--- config.mk ---
export PLATFORM = sky130hd
export DESIGN_NAME = cog_vidq_flat
export DESIGN_NICKNAME = d
export VERILOG_FILES = /design/src/rtl/cog_vidq_if.sv /design/src/rtl/cog_vidq.sv /design/src/flat_wrapper.sv
export SDC_FILE = /design/constraint.sdc
export NUM_CORES = 1
export LEC_CHECK = 0
export BUFFER_PORTS_ARGS = -buffer_cell sky130_fd_sc_hd__buf_2
export CAP_MARGIN = 20
export CORE_ASPECT_RATIO = 1.5
export CORE_UTILIZATION = 55
export CTS_CLUSTER_DIAMETER = 80
export DETAILED_ROUTE_END_ITERATION = 10
export PLACE_DENSITY = 0.87
export SETUP_SLACK_MARGIN = 0.1
export SLEW_MARGIN = 20
export SYNTH_ARGS = -nofsm -noshare
export SYNTH_HDL_FRONTEND = slang
export SYNTH_SLANG_ARGS = --single-unit
--- constraint.sdc ---
create_clock -name clk_cog -period 3.78 [get_ports clk_cog]
set_input_delay 0.756 -clock clk_cog [delete_from_list [all_inputs] [get_ports clk_cog]]
set_output_delay 0.756 -clock clk_cog [all_outputs]
set_load 0.02 [all_outputs]
--- src/rtl/cog_vidq_if.sv ---
// rtl/cog_vidq_if.sv - WAITVID queue signal bundle between the cog, the queue and the video shifter
interface cog_vidq_if;
    logic        flush;
    logic        push;
    logic [31:0] push_pixel;
    logic [31:0] push_color;
    logic        stall;
    logic        ack;
    logic [31:0] pixel;
    logic [31:0] color;
    logic [4:0]  level;
    logic        underrun;
    logic [7:0]  urcnt;

    modport master (
        output flush,
        output push,
        output push_pixel,
        output push_color,
        output ack,
        input  stall,
        input  pixel,
        input  color,
        input  level,
        input  underrun,
        input  urcnt
    );

    modport slave (
        input  flush,
        input  push,
        input  push_pixel,
        input  push_color,
        input  ack,
        output stall,
        output pixel,
        output color,
        output level,
        output underrun,
        output urcnt
    );
endinterface

--- src/rtl/cog_vidq.sv ---
// rtl/cog_vidq.sv - WAITVID entry queue between cog and video shifter; underrun counter under COG_VIDQ_UNDERRUN_EN
module cog_vidq #(
    parameter int DEPTH = 4
) (
    input  logic       clk_cog,
    input  logic       res,
    cog_vidq_if.slave  vq
);

    localparam int         AW       = (DEPTH > 1) ? $clog2(DEPTH) : 1;
    localparam logic [4:0] FULL_LVL = 5'(DEPTH);

    typedef enum logic [1:0] {
        EMPTY,
        PARTIAL,
        FULL
    } occ_t;

    occ_t          state_q;
    occ_t          state_d;
    logic [4:0]    level_q;
    logic [4:0]    level_d;
    logic [AW-1:0] rd_ptr;
    logic [AW-1:0] wr_ptr;
    logic          ack_d;
    logic [31:0]   hold_pixel;
    logic [31:0]   hold_color;
    logic [31:0]   mem_pixel [DEPTH];
    logic [31:0]   mem_color [DEPTH];

    logic          cap_ev;
    logic          stall_c;
    logic          do_push;
    logic          do_pop;

    // The shifter acknowledges with a level; only its rising edge consumes an entry.
    assign cap_ev  = vq.ack & ~ack_d;

    // A pop in the same cycle frees the slot, so a full queue still accepts.
    assign stall_c = ~vq.flush & vq.push & (state_q == FULL) & ~cap_ev;
    assign do_push = vq.push & ~stall_c & ~vq.flush;
    assign do_pop  = cap_ev & (state_q != EMPTY) & ~vq.flush;

    always_comb begin
        level_d = level_q;
        state_d = state_q;
        if (vq.flush) begin
            level_d = 5'd0;
        end else if (do_push && !do_pop) begin
            level_d = level_q + 5'd1;
        end else if (do_pop && !do_push) begin
            level_d = level_q - 5'd1;
        end

        if (level_d == 5'd0) begin
            state_d = EMPTY;
        end else if (level_d == FULL_LVL) begin
            state_d = FULL;
        end else begin
            state_d = PARTIAL;
        end
    end

    always_ff @(posedge clk_cog) begin
        if (res) begin
            state_q    <= EMPTY;
            level_q    <= 5'd0;
            rd_ptr     <= '0;
            wr_ptr     <= '0;
            ack_d      <= 1'b0;
            hold_pixel <= 32'd0;
            hold_color <= 32'd0;
        end else begin
            state_q <= state_d;
            level_q <= level_d;
            ack_d   <= vq.ack;
            if (vq.flush) begin
                rd_ptr <= '0;
                wr_ptr <= '0;
            end else begin
                if (do_push) begin
                    wr_ptr <= wr_ptr + 1'b1;
                end
                if (do_pop) begin
                    rd_ptr     <= rd_ptr + 1'b1;
                    hold_pixel <= mem_pixel[rd_ptr];
                    hold_color <= mem_color[rd_ptr];
                end
            end
        end
    end

    always_ff @(posedge clk_cog) begin
        if (do_push && !res) begin
            mem_pixel[wr_ptr] <= vq.push_pixel;
            mem_color[wr_ptr] <= vq.push_color;
        end
    end

    // On starvation the shifter keeps seeing the last entry it consumed.
    assign vq.pixel = (state_q == EMPTY) ? hold_pixel : mem_pixel[rd_ptr];
    assign vq.color = (state_q == EMPTY) ? hold_color : mem_color[rd_ptr];
    assign vq.level = level_q;
    assign vq.stall = stall_c;

`ifdef COG_VIDQ_UNDERRUN_EN
    logic       underrun_q;
    logic [7:0] urcnt_q;

    always_ff @(posedge clk_cog) begin
        if (res) begin
            underrun_q <= 1'b0;
            urcnt_q    <= 8'd0;
        end else if (cap_ev && (state_q == EMPTY) && !vq.flush) begin
            underrun_q <= 1'b1;
            if (urcnt_q != 8'hFF) begin
                urcnt_q <= urcnt_q + 8'd1;
            end
        end
    end

    assign vq.underrun = underrun_q;
    assign vq.urcnt    = urcnt_q;
`else
    assign vq.underrun = 1'b0;
    assign vq.urcnt    = 8'd0;
`endif

endmodule

--- src/flat_wrapper.sv ---
// flat-port wrapper written by rule: the top's interface ports become plain ports
module cog_vidq_flat 
#(
    parameter int DEPTH = 4
)
  (clk_cog, res, vq_flush, vq_push, vq_push_pixel, vq_push_color, vq_ack, vq_stall, vq_pixel, vq_color, vq_level, vq_underrun, vq_urcnt);
  cog_vidq_if vq_i ();
  input  logic clk_cog;
  input  logic res;
  input wire logic [$bits(vq_i.flush)-1:0] vq_flush;
  input wire logic [$bits(vq_i.push)-1:0] vq_push;
  input wire logic [$bits(vq_i.push_pixel)-1:0] vq_push_pixel;
  input wire logic [$bits(vq_i.push_color)-1:0] vq_push_color;
  input wire logic [$bits(vq_i.ack)-1:0] vq_ack;
  output wire logic [$bits(vq_i.stall)-1:0] vq_stall;
  output wire logic [$bits(vq_i.pixel)-1:0] vq_pixel;
  output wire logic [$bits(vq_i.color)-1:0] vq_color;
  output wire logic [$bits(vq_i.level)-1:0] vq_level;
  output wire logic [$bits(vq_i.underrun)-1:0] vq_underrun;
  output wire logic [$bits(vq_i.urcnt)-1:0] vq_urcnt;
  assign vq_i.flush = vq_flush;
  assign vq_i.push = vq_push;
  assign vq_i.push_pixel = vq_push_pixel;
  assign vq_i.push_color = vq_push_color;
  assign vq_i.ack = vq_ack;
  assign vq_stall = vq_i.stall;
  assign vq_pixel = vq_i.pixel;
  assign vq_color = vq_i.color;
  assign vq_level = vq_i.level;
  assign vq_underrun = vq_i.underrun;
  assign vq_urcnt = vq_i.urcnt;
  cog_vidq #(.DEPTH(DEPTH)) u_core (.clk_cog(clk_cog), .res(res), .vq(vq_i));
endmodule
==> results.py, run 1 <==
metrics = {
    "status": {
        "outcome": "finished, final reports clean",
    },
    "clocking": {
        "cts_post_setup_buffers_inserted": 0,
        "clk_pin_slew_worst_paths_ns": 0.07,
        "ctsHoldBuffers": 0,
        "cts_max_path_buffers": 3,
        "cts-resized-gates": 0,
        "cts_buffers": 29,
        "cts_root_buf": "clkbuf_16",
        "cts_tree": "done",
        "clock-sinks": 334,
        "htreeDepth": 1,
        "clk_latency_ns": 0.55,
    },
    "global_routing": {
        "grt_overflow": 0,
        "grt_pass1_wl_um": 41200,
        "grt_max_degree": 65,
        "antenna_found_initial": 5,
        "grt.total_usage": 0.228,
        "grt_pass1_vias": 7457,
    },
    "timing": {
        "maxSlewViolCount": 0,
        "hold_viol": 0,
        "rsz0062_at_grt": "false",
        "worst_pin_slew_ns": 1.06,
        "fin_crit_sh": 0.870,
        "timing.final.crit_period_ns": 3.29,
        "finalSetupTns_ns": 0,
        "finalClockSkew_ns": 0.0192,
        "max_slew_margin": 0.296,
        "timing.final.ws_setup_ns": 0.493,
        "max_freq_ghz": 0.304,
        "setup_viol": 0,
    },
    "synth": {
        "synth_edf_count": 256,
        "ys_ff_latch": 334,
        "syn_area_per_cell_um2": 16.6,
        "synth.cell_area_um2": 13000,
        "yosys-top-cells-area": "edfxtp_1, dfxtp_1, mux4_2",
        "yosysTopAreaCellShare": 0.591,
        "synthArstFlopShare": 0,
        "syn_inst": 782,
        "synth_flop_cell": "edfxtp_1",
        "yosys.area.top_type": "edfxtp_1",
        "ys_seq_area_frac": 0.711,
        "synth_warnings": 0,
        "synth_cell_type_count": 44,
    },
    "critical_path": {
        "path_cells": "buf_12 > mux4_2 > mux2_2 > buf_2",
        "cp.arrival_ns": 2.53,
        "critPathRequiredTime_ns": 3.02,
        "startpoint_type": "flip-flop",
        "path_class": "flip-flop to output pin",
        "cp_slowest_cell": "dfxtp_4",
        "cp_max_fo": 30,
        "slowest_delay_ns": 0.61,
        "setup.worst_path.end_class": "output pin",
        "reg2reg_slack_ns": 1.46,
        "rr_startpoint": "u_core.state_q[0]",
    },
    "power": {
        "powerDensity_nw_per_um2": 483,
        "finalPower_uw": 7260,
        "p_leak_uw": 0.00517,
        "ir_drop_mv": 0.411,
    },
    "place": {
        "port_buffers": 138,
        "gp_congestion": 0.788,
        "place_hpwl_um": 15600,
        "dp.cells": 1203,
        "dp_slack_ns": 0.950,
    },
    "floorplanning": {
        "die_w_um": 128,
        "die-area_um2": 24300,
        "core_um2": 23100,
        "placement_rows": 68,
        "io_pins": 148,
        "die_h_um": 190,
        "initial_core_util": 0.562,
    },
    "worst_hold_path": {
        "min_from": "vq_push_color[6]",
        "hp-class": "input pin to flip-flop",
    },
    "layout": {
        "area_growth_pct": 15.7,
        "final_cells": 1261,
        "drive_gt1_frac": 0.362,
        "nets": 994,
    },
    "routing": {
        "drt_first_pass_iters": 5,
        "wl_per_cell_um": 21.4,
        "num_vias": 7239,
        "ant_nets": 0,
        "drtIter0Drc": 597,
        "viasPerCell": 5.74,
        "drc": 0,
        "drt_wl_total_um": 27000,
    },
    "job": {
        "max-cap-violations": 0,
    },
}
[routing by layer]
metal	vias up	routed length [um]	track usage
li1	3232	-	-
met1	3654	10100	0.278
met2	293	14500	0.411
met3	60	1420	0.0250
met4	0	909	0.0948
met5	-	0	0
[cell type report]
type | count | area [um^2]
Fill cell | 1605 | 8110
Sequential cell | 334 | 9260
Timing Repair Buffer | 150 | 868
Clock inverter | 12 | 118
Inverter | 6 | 22.5
Multi-Input combinational cell | 398 | 3520
Clock buffer | 41 | 841
Antenna cell | 5 | 12.5
Tap cell | 315 | 394
[cells by family (layout without fill, tap and decap cells)]
family / after synthesis / after routing / share of synthesized area
other cells: 1 / 14 / 0.000288
fa+ha+maj: 6 / 6 / 0.00577
flops: 334 / 334 / 0.711
simple gates: 171 / 171 / 0.0567
compound gates: 77 / 77 / 0.0332
buf+inv: 58 / 209 / 0.0214
mux: 130 / 130 / 0.168
xor+xnor: 5 / 5 / 0.00337
[critical path, delay by kind of cell (launching register included)]
kind     cells  cell delay [ns]
flops        1             0.61
buf+inv      2             0.47
mux          2             0.87
[where the power goes]
group	leakage, uW	internal (uW)	switching [uW]
Combinational	0.00176	116	187
Sequential	0.00294	3980	13.4
Clock	0.000472	1680	1280
[synthesized netlist by cell type (2+ instances only)]
cell	number
mux2_2	64
nand3_1	3
nor3_1	3
nor2b_1	2
edfxtp_1	256
dfxtp_1	78
mux2i_1	2
clkbuf_1	27
nand2_1	130
and2_1	4
or3_1	2
mux4_2	64
a21oi_1	65
xnor2_1	4
inv_1	6
buf_4	9
ha_1	6
nor2_1	14
buf_2	15
and3_4	2
nand2b_1	3
[cells in the final DEF, fill, tap and decap left out, types with 4 or more instances in the layout]
cell type	instances
mux4_2	64
inv_1	6
nor2_1	14
clkbuf_16	29
buf_2	138
conb_1	9
edfxtp_1	256
buf_12	7
diode_2	5
and2_4	4
mux2_2	64
dfxtp_1	76
nand2_1	130
clkbuf_8	7
buf_4	5
clkinv_2	6
ha_1	6
clkbuf_1	5
xnor2_1	4
a21oi_1	65
[path summary, 6_finish.rpt]
path	endpoint	cells after the start
hold / removal	u_core.mem_color[2][6]	1
setup / recovery	vq_pixel[14]	4
setup reg to reg	u_core.hold_pixel[17]	5
hold reg to reg	u_core.hold_color[12]	2
[sequential cells by signal (all words and copies together), names as in the netlist, named ones only]
name               flops
u_core.hold_color     32
u_core.hold_pixel     32
u_core.mem_pixel     128
u_core.rd_ptr          2
u_core.mem_color     128
u_core.vq.level        5
u_core.wr_ptr          2
u_core.ack_d           1
u_core.state_q         2
[stage by stage]
step	hold WS, ns	util	area, um^2
after floorplan	0.434	-	13000
after global placement	0.439	0.608	14100
after detailed placement	0.446	0.608	14100
after CTS	0.412	0.649	15000
after global routing	0.414	0.650	15000
final	0.421	0.650	15000
No activity file was read; power rests on OpenSTA's default activity.
==> run 2, diff against run 1 <==
--- a/config.mk
+++ b/config.mk
@@ -11,6 +11,7 @@
 export CORE_UTILIZATION = 55
 export CTS_CLUSTER_DIAMETER = 80
 export DETAILED_ROUTE_END_ITERATION = 10
+export GPL_TIMING_DRIVEN = 0
 export PLACE_DENSITY = 0.87
 export SETUP_SLACK_MARGIN = 0.1
 export SLEW_MARGIN = 20
==> run 2 against run 1 <==
Global-route usage fell by 0.69 points. Worst setup slack worse by 0.25 ns. Critical path depth rose by 1. Via count shrank 0.14%. Flip-flop and latch count is the same. First-iteration DRC count shrank 36%. Routed wire length fell by 2.8%. Utilization up 0.71 points. Cell area grew 1.1%. Count of clock-buffer cells in the layout shrank 1. Largest power group unchanged. Final cell count grew 3.3%. Critical path type unchanged. Clock power hardly changed.
==> results.py, run 2 (synthesis gave the netlist of run 1 again) <==
metrics = {
    "status": {
        "outcome": "finished, final reports clean",
    },
    "floorplanning": {
        "io_pins": 148,
        "die_h_um": 190,
        "initial_core_util": 0.562,
        "placement_rows": 68,
        "core_um2": 23100,
        "die_w_um": 128,
        "die-area_um2": 24300,
    },
    "job": {
        "max-cap-violations": 0,
    },
    "routing": {
        "viasPerCell": 5.55,
        "num_vias": 7229,
        "drt_wl_total_um": 26200,
        "ant_nets": 0,
        "drc": 0,
        "drtIter0Drc": 381,
        "wl_per_cell_um": 20.1,
        "drt_first_pass_iters": 5,
    },
    "power": {
        "finalPower_uw": 7290,
        "p_int_uw": 5840,
        "powerDensity_nw_per_um2": 480,
        "p_leak_uw": 0.00529,
        "power_frac_comb": 0.043,
        "ir_drop_mv": 0.334,
        "clkPwrFrac": 0.410,
        "switching_share": 0.200,
        "switchingPower_uw": 1460,
        "power_frac_seq": 0.547,
    },
    "global_routing": {
        "grt_pass1_wl_um": 40200,
        "grt_overflow": 0,
        "antenna_found_initial": 4,
        "grt_pass1_vias": 7632,
        "grt_max_degree": 40,
        "grt.total_usage": 0.221,
    },
    "timing": {
        "fin_crit_sh": 0.936,
        "rsz0062_at_grt": "false",
        "timing.final.ws_setup_ns": 0.240,
        "setup_viol": 0,
        "max_freq_ghz": 0.283,
        "finalClockSkew_ns": 0.0212,
        "hold_viol": 0,
        "maxSlewViolCount": 0,
        "worst_pin_slew_ns": 1.00,
        "hold_ws_ns": 0.425,
        "timing.final.crit_period_ns": 3.54,
        "max_slew_margin": 0.330,
    },
    "layout": {
        "drive_gt1_frac": 0.360,
        "layout_common_cells": "edfxtp_1, buf_2, nand2_1, dfxtp_1, a21oi_1",
        "reg_top3": "u_core.mem_color (128), u_core.mem_pixel (128)",
        "fillers": 1594,
        "final_cells": 1303,
        "nets": 1037,
        "mostFrequentLayoutCell": "edfxtp_1",
        "area_growth_pct": 16.9,
    },
    "clocking": {
        "cts_max_path_buffers": 3,
        "clock-sinks": 334,
        "cts_buffers": 28,
        "htreeDepth": 1,
        "cts_tree": "done",
        "clk_pin_slew_worst_paths_ns": 0.07,
        "ctsHoldBuffers": 0,
        "cts_post_setup_buffers_inserted": 0,
        "cts_root_buf": "clkbuf_16",
        "clk_latency_ns": 0.54,
        "cts-resized-gates": 0,
    },
    "place": {
        "port_buffers": 138,
        "dp.cells": 1247,
        "gp_congestion": 0.800,
        "dp_slack_ns": 0.812,
        "place_hpwl_um": 16400,
    },
    "critical_path": {
        "path_class": "flip-flop to output pin",
        "r2r_cells": 6,
        "reg2reg_to": "u_core.mem_pixel[3][19]",
        "cp-endpoint": "vq_pixel[13]",
        "cp.arrival_ns": 2.78,
        "reg2reg_slack_ns": 1.54,
        "critPathRequiredTime_ns": 3.02,
        "cp_max_fo": 10,
        "rr_startpoint": "u_core.state_q[0]",
        "setup.worst_path.end_class": "output pin",
        "cp-startpoint": "u_core.state_q[0]",
        "startpoint_type": "flip-flop",
    },
    "worst_hold_path": {
        "hp-class": "input pin to flip-flop",
    },
}
## run 2: cell count changes in the layout (fill, tap and decap cells not counted), moves of 2 or more
| cell | delta |
|---|---|
| dfxtp_4 | -2 |
| buf_4 | +4 |
| buf_2 | +15 |
| clkinv_2 | -2 |
| clkbuf_1 | +27 |
| dfxtp_1 | +2 |
| clkinv_4 | +2 |
| buf_12 | -4 |
## run 2: layout make-up
type                       count  area (um^2)  share of cell area
antenna                        4         10.0            0.000659
buffer                        52          255              0.0168
clock buffer                  40          827              0.0544
clock inverter                12          150             0.00988
inverter                       6         22.5             0.00148
multi-input combinational    398         3510               0.231
sequential                   334         9250               0.608
tap                          315          394              0.0259
timing repair buffer         142          778              0.0512
## run 2: worst min-delay path by stage
stage	cells past startpoint	from	endpoint	slack, ns
after global placement	2	u_core.hold_color[23]	u_core.hold_color[23]	0.44
after floorplan	2	u_core.hold_color[0]	u_core.hold_color[0]	0.43
after CTS	1	vq_push_pixel[12]	u_core.mem_pixel[2][12]	0.40
after global routing	1	vq_push_pixel[14]	u_core.mem_pixel[3][14]	0.40
final	1	vq_push_pixel[29]	u_core.mem_pixel[1][29]	0.43
after detailed placement	2	u_core.hold_pixel[13]	u_core.hold_pixel[13]	0.45
## run 2: power by group through the flow
stage / registers, uW / clock network, uW / logic [uW]
after global placement: 4070 / 0 / 293
final: 3990 / 2990 / 311
after global routing: 3990 / 3170 / 334
after floorplan: 4070 / 0 / 179
after detailed placement: 4070 / 0 / 309
after CTS: 3990 / 3030 / 311
## run 2: per-layer routing
layer	track usage	up-vias	part of all wire
li1	-	3322	-
met1	0.253	3640	0.38
met2	0.413	214	0.55
met3	0.0317	51	0.047
met4	0.0847	2	0.028
met5	0	-	0.00057
## run 2: metrics by stage
step | utilization | area [um^2] | setup TNS, ns
6_report | 0.657 | 15200 | 0
2_1_floorplan | - | 13000 | 0
4_1_cts | 0.656 | 15200 | 0
5_1_grt | 0.657 | 15200 | 0
3_5_place_dp | 0.614 | 14200 | 0
3_3_place_gp | 0.610 | 14100 | -218.89
## run 2: critical path, cell delays in order, from the launching register on
cell and delay [ns]:
dfxtp_1 0.43, or2_1 0.17, clkbuf_1 0.66, buf_2 0.40
mux2_2 0.41, buf_2 0.17
==> run 3, diff against run 2 <==
--- a/config.mk
+++ b/config.mk
@@ -5,6 +5,7 @@
 export SDC_FILE = /design/constraint.sdc
 export NUM_CORES = 1
 export LEC_CHECK = 0
+export ABC_AREA = 1
 export BUFFER_PORTS_ARGS = -buffer_cell sky130_fd_sc_hd__buf_2
 export CAP_MARGIN = 20
 export CORE_ASPECT_RATIO = 1.5
@@ -14,7 +15,6 @@
 export GPL_TIMING_DRIVEN = 0
 export PLACE_DENSITY = 0.87
 export SETUP_SLACK_MARGIN = 0.1
-export SLEW_MARGIN = 20
 export SYNTH_ARGS = -nofsm -noshare
 export SYNTH_HDL_FRONTEND = slang
 export SYNTH_SLANG_ARGS = --single-unit
==> run 3 against run 2 <==
Total power rose by 5.1%. Highest routed layer unchanged. Flip-flop and latch count unchanged. Area after synthesis grew 1.9%. Critical path type unchanged. Critical path depth is 2 higher. Utilization is 0.11 points lower. Worst setup slack better by 0.058 ns. Critical endpoint is now vq_color[24].
==> results.py, run 3 <==
metrics = {
    "status": {
        "outcome": "finished, final reports clean",
    },
    "layout": {
        "post-route-util": 0.656,
        "drive_gt1_frac": 0.188,
        "reg_top3": "u_core.mem_color (128), u_core.mem_pixel (128)",
        "fillers": 1677,
        "area_growth_pct": 17.1,
        "layout_common_cells": "edfxtp_1, nor2_1, o21ai_0, buf_2, a21oi_1",
        "mostFrequentLayoutCell": "edfxtp_1",
        "final_cells": 1703,
        "nets": 1433,
    },
    "worst_hold_path": {
        "hp-class": "input pin to flip-flop",
    },
    "routing": {
        "wl_per_cell_um": 18.6,
        "drt_wl_total_um": 31700,
        "num_vias": 9664,
        "ant_nets": 0,
        "viasPerCell": 5.67,
        "drtIter0Drc": 815,
        "drt_first_pass_iters": 5,
        "drc": 0,
    },
    "clocking": {
        "ctsHoldBuffers": 0,
        "cts_max_path_buffers": 3,
        "clock-sinks": 334,
        "clk_latency_ns": 0.56,
        "cts_tree": "done",
        "cts-resized-gates": 0,
        "cts_root_buf": "clkbuf_16",
        "clk_pin_slew_worst_paths_ns": 0.07,
        "cts_buffers": 29,
        "cts_post_setup_buffers_inserted": 0,
        "htreeDepth": 1,
    },
    "floorplanning": {
        "core_um2": 23700,
        "initial_core_util": 0.560,
        "die_h_um": 192,
        "die_w_um": 129,
        "placement_rows": 69,
        "io_pins": 148,
        "die-area_um2": 24700,
    },
    "synth": {
        "synth_common_cells": "edfxtp_1, nor2_1, o21ai_0",
        "ys_seq_area_frac": 0.698,
        "syn_area_per_cell_um2": 11.3,
        "yosys.area.top_type": "edfxtp_1",
        "ys_ff_latch": 334,
        "synth_edf_count": 256,
        "synthArstFlopShare": 0,
        "synthMostInstantiatedCell": "edfxtp_1",
        "synth.cell_area_um2": 13200,
        "synth_warnings": 0,
        "synth_flop_cell": "edfxtp_1",
        "yosysTopAreaCellShare": 0.580,
        "yosys-top-cells-area": "edfxtp_1, dfxtp_1, o21ai_0",
        "syn_inst": 1173,
        "synth_cell_type_count": 32,
    },
    "timing": {
        "hold_viol": 0,
        "setup_viol": 0,
        "hold_ws_ns": 0.412,
        "fin_crit_sh": 0.921,
        "max_freq_ghz": 0.287,
        "maxSlewViolCount": 0,
        "finalClockSkew_ns": 0.0142,
        "rsz0062_at_grt": "false",
        "timing.final.ws_setup_ns": 0.298,
        "worst_pin_slew_ns": 0.768,
        "max_slew_margin": 0.487,
        "timing.final.crit_period_ns": 3.48,
        "finalSetupTns_ns": 0,
    },
    "global_routing": {
        "grt_pass1_vias": 9634,
        "grt_pass1_wl_um": 48400,
        "grt.total_usage": 0.259,
        "antenna_found_initial": 5,
        "grt_max_degree": 30,
        "grt_overflow": 0,
    },
    "critical_path": {
        "cp_max_fo": 10,
        "critPathRequiredTime_ns": 3.02,
        "setup.worst_path.end_class": "output pin",
        "startpoint_type": "flip-flop",
        "path_class": "flip-flop to output pin",
        "cp.arrival_ns": 2.73,
    },
    "place": {
        "dp_slack_ns": 0.713,
        "port_buffers": 138,
        "gp_congestion": 0.833,
        "dp.cells": 1646,
        "place_hpwl_um": 20700,
    },
    "power": {
        "powerDensity_nw_per_um2": 494,
        "p_leak_uw": 0.00599,
        "ir_drop_mv": 0.425,
    },
    "job": {
        "max-cap-violations": 0,
    },
}
## run 3: cell count changes after synthesis, moves of 10 or more
| cell | delta |
|---|---|
| nand2_1 | -106 |
| nor2_1 | +198 |
| mux2_2 | -64 |
| o21ai_1 | +16 |
| a21oi_1 | +67 |
| clkbuf_1 | +14 |
| inv_1 | +73 |
| mux4_2 | -64 |
| o22ai_1 | +63 |
| buf_2 | +11 |
| buf_4 | +10 |
| o21ai_0 | +176 |
## run 3: kinds of logic (layout without fill, tap and decap cells)
logic type               count (synthesis)  in the layout  synth area share
AO/OA/AOI/OAI                          391            391             0.154
adder cells (fa/ha/maj)                  6              6           0.00567
XOR/XNOR                                 3              3           0.00198
buffers and inverters                  174            374            0.0573
flip-flops                             334            334             0.698
AND/OR/NAND/NOR                        264            264            0.0822
other                                    1             12          0.000283
## run 3: worst max-delay path, cell delays in order (launching register included)
cell and delay [ns]:
dfxtp_1 0.33, inv_1 0.04, nand2_1 0.15, clkbuf_1 0.58, clkbuf_1 0.50, nor2_1 0.10, a21oi_1 0.26, buf_2 0.23
## run 3: worst paths after layout
kind,from,to,slack [ns],depth (start not counted)
setup reg to reg,u_core.ack_d,u_core.mem_color[3][16],1.45,6
hold / removal,vq_push_color[4],u_core.mem_color[1][4],0.41,1
setup / recovery,u_core.state_q[0],vq_color[24],0.30,7
hold reg to reg,u_core.wr_ptr[0],u_core.wr_ptr[0],0.52,2
## run 3: final cells by class
cell class	instances	area, um^2	area share
well taps	319	399	0.0257
clock buffers	44	853	0.0550
inverters	88	333	0.0215
diodes	3	7.51	0.000484
flip-flops and latches	334	9250	0.596
multi-input cells	673	3300	0.213
clock inverters	10	65.1	0.00419
repair buffers	146	881	0.0568
plain buffers	86	427	0.0275
## run 3: layer usage
metal	wire length [um]	global-route usage
met5	23	0
met1	11300	0.294
met3	2450	0.0337
met2	16500	0.465
met4	1390	0.152
## run 3: through the flow
step | instance area, um^2 | total power (uW)
4_1_cts | 15500 | 7680
3_3_place_gp | 14400 | 4880
6_report | 15500 | 7670
3_5_place_dp | 14600 | 4900
5_1_grt | 15500 | 7890
2_1_floorplan | 13300 | 4590
## run 3: where the power goes
group	switching (uW)	leakage, uW	internal (uW)
Sequential	27.4	0.00295	4010
Clock	1270	0.000449	1560
Combinational	551	0.00259	236
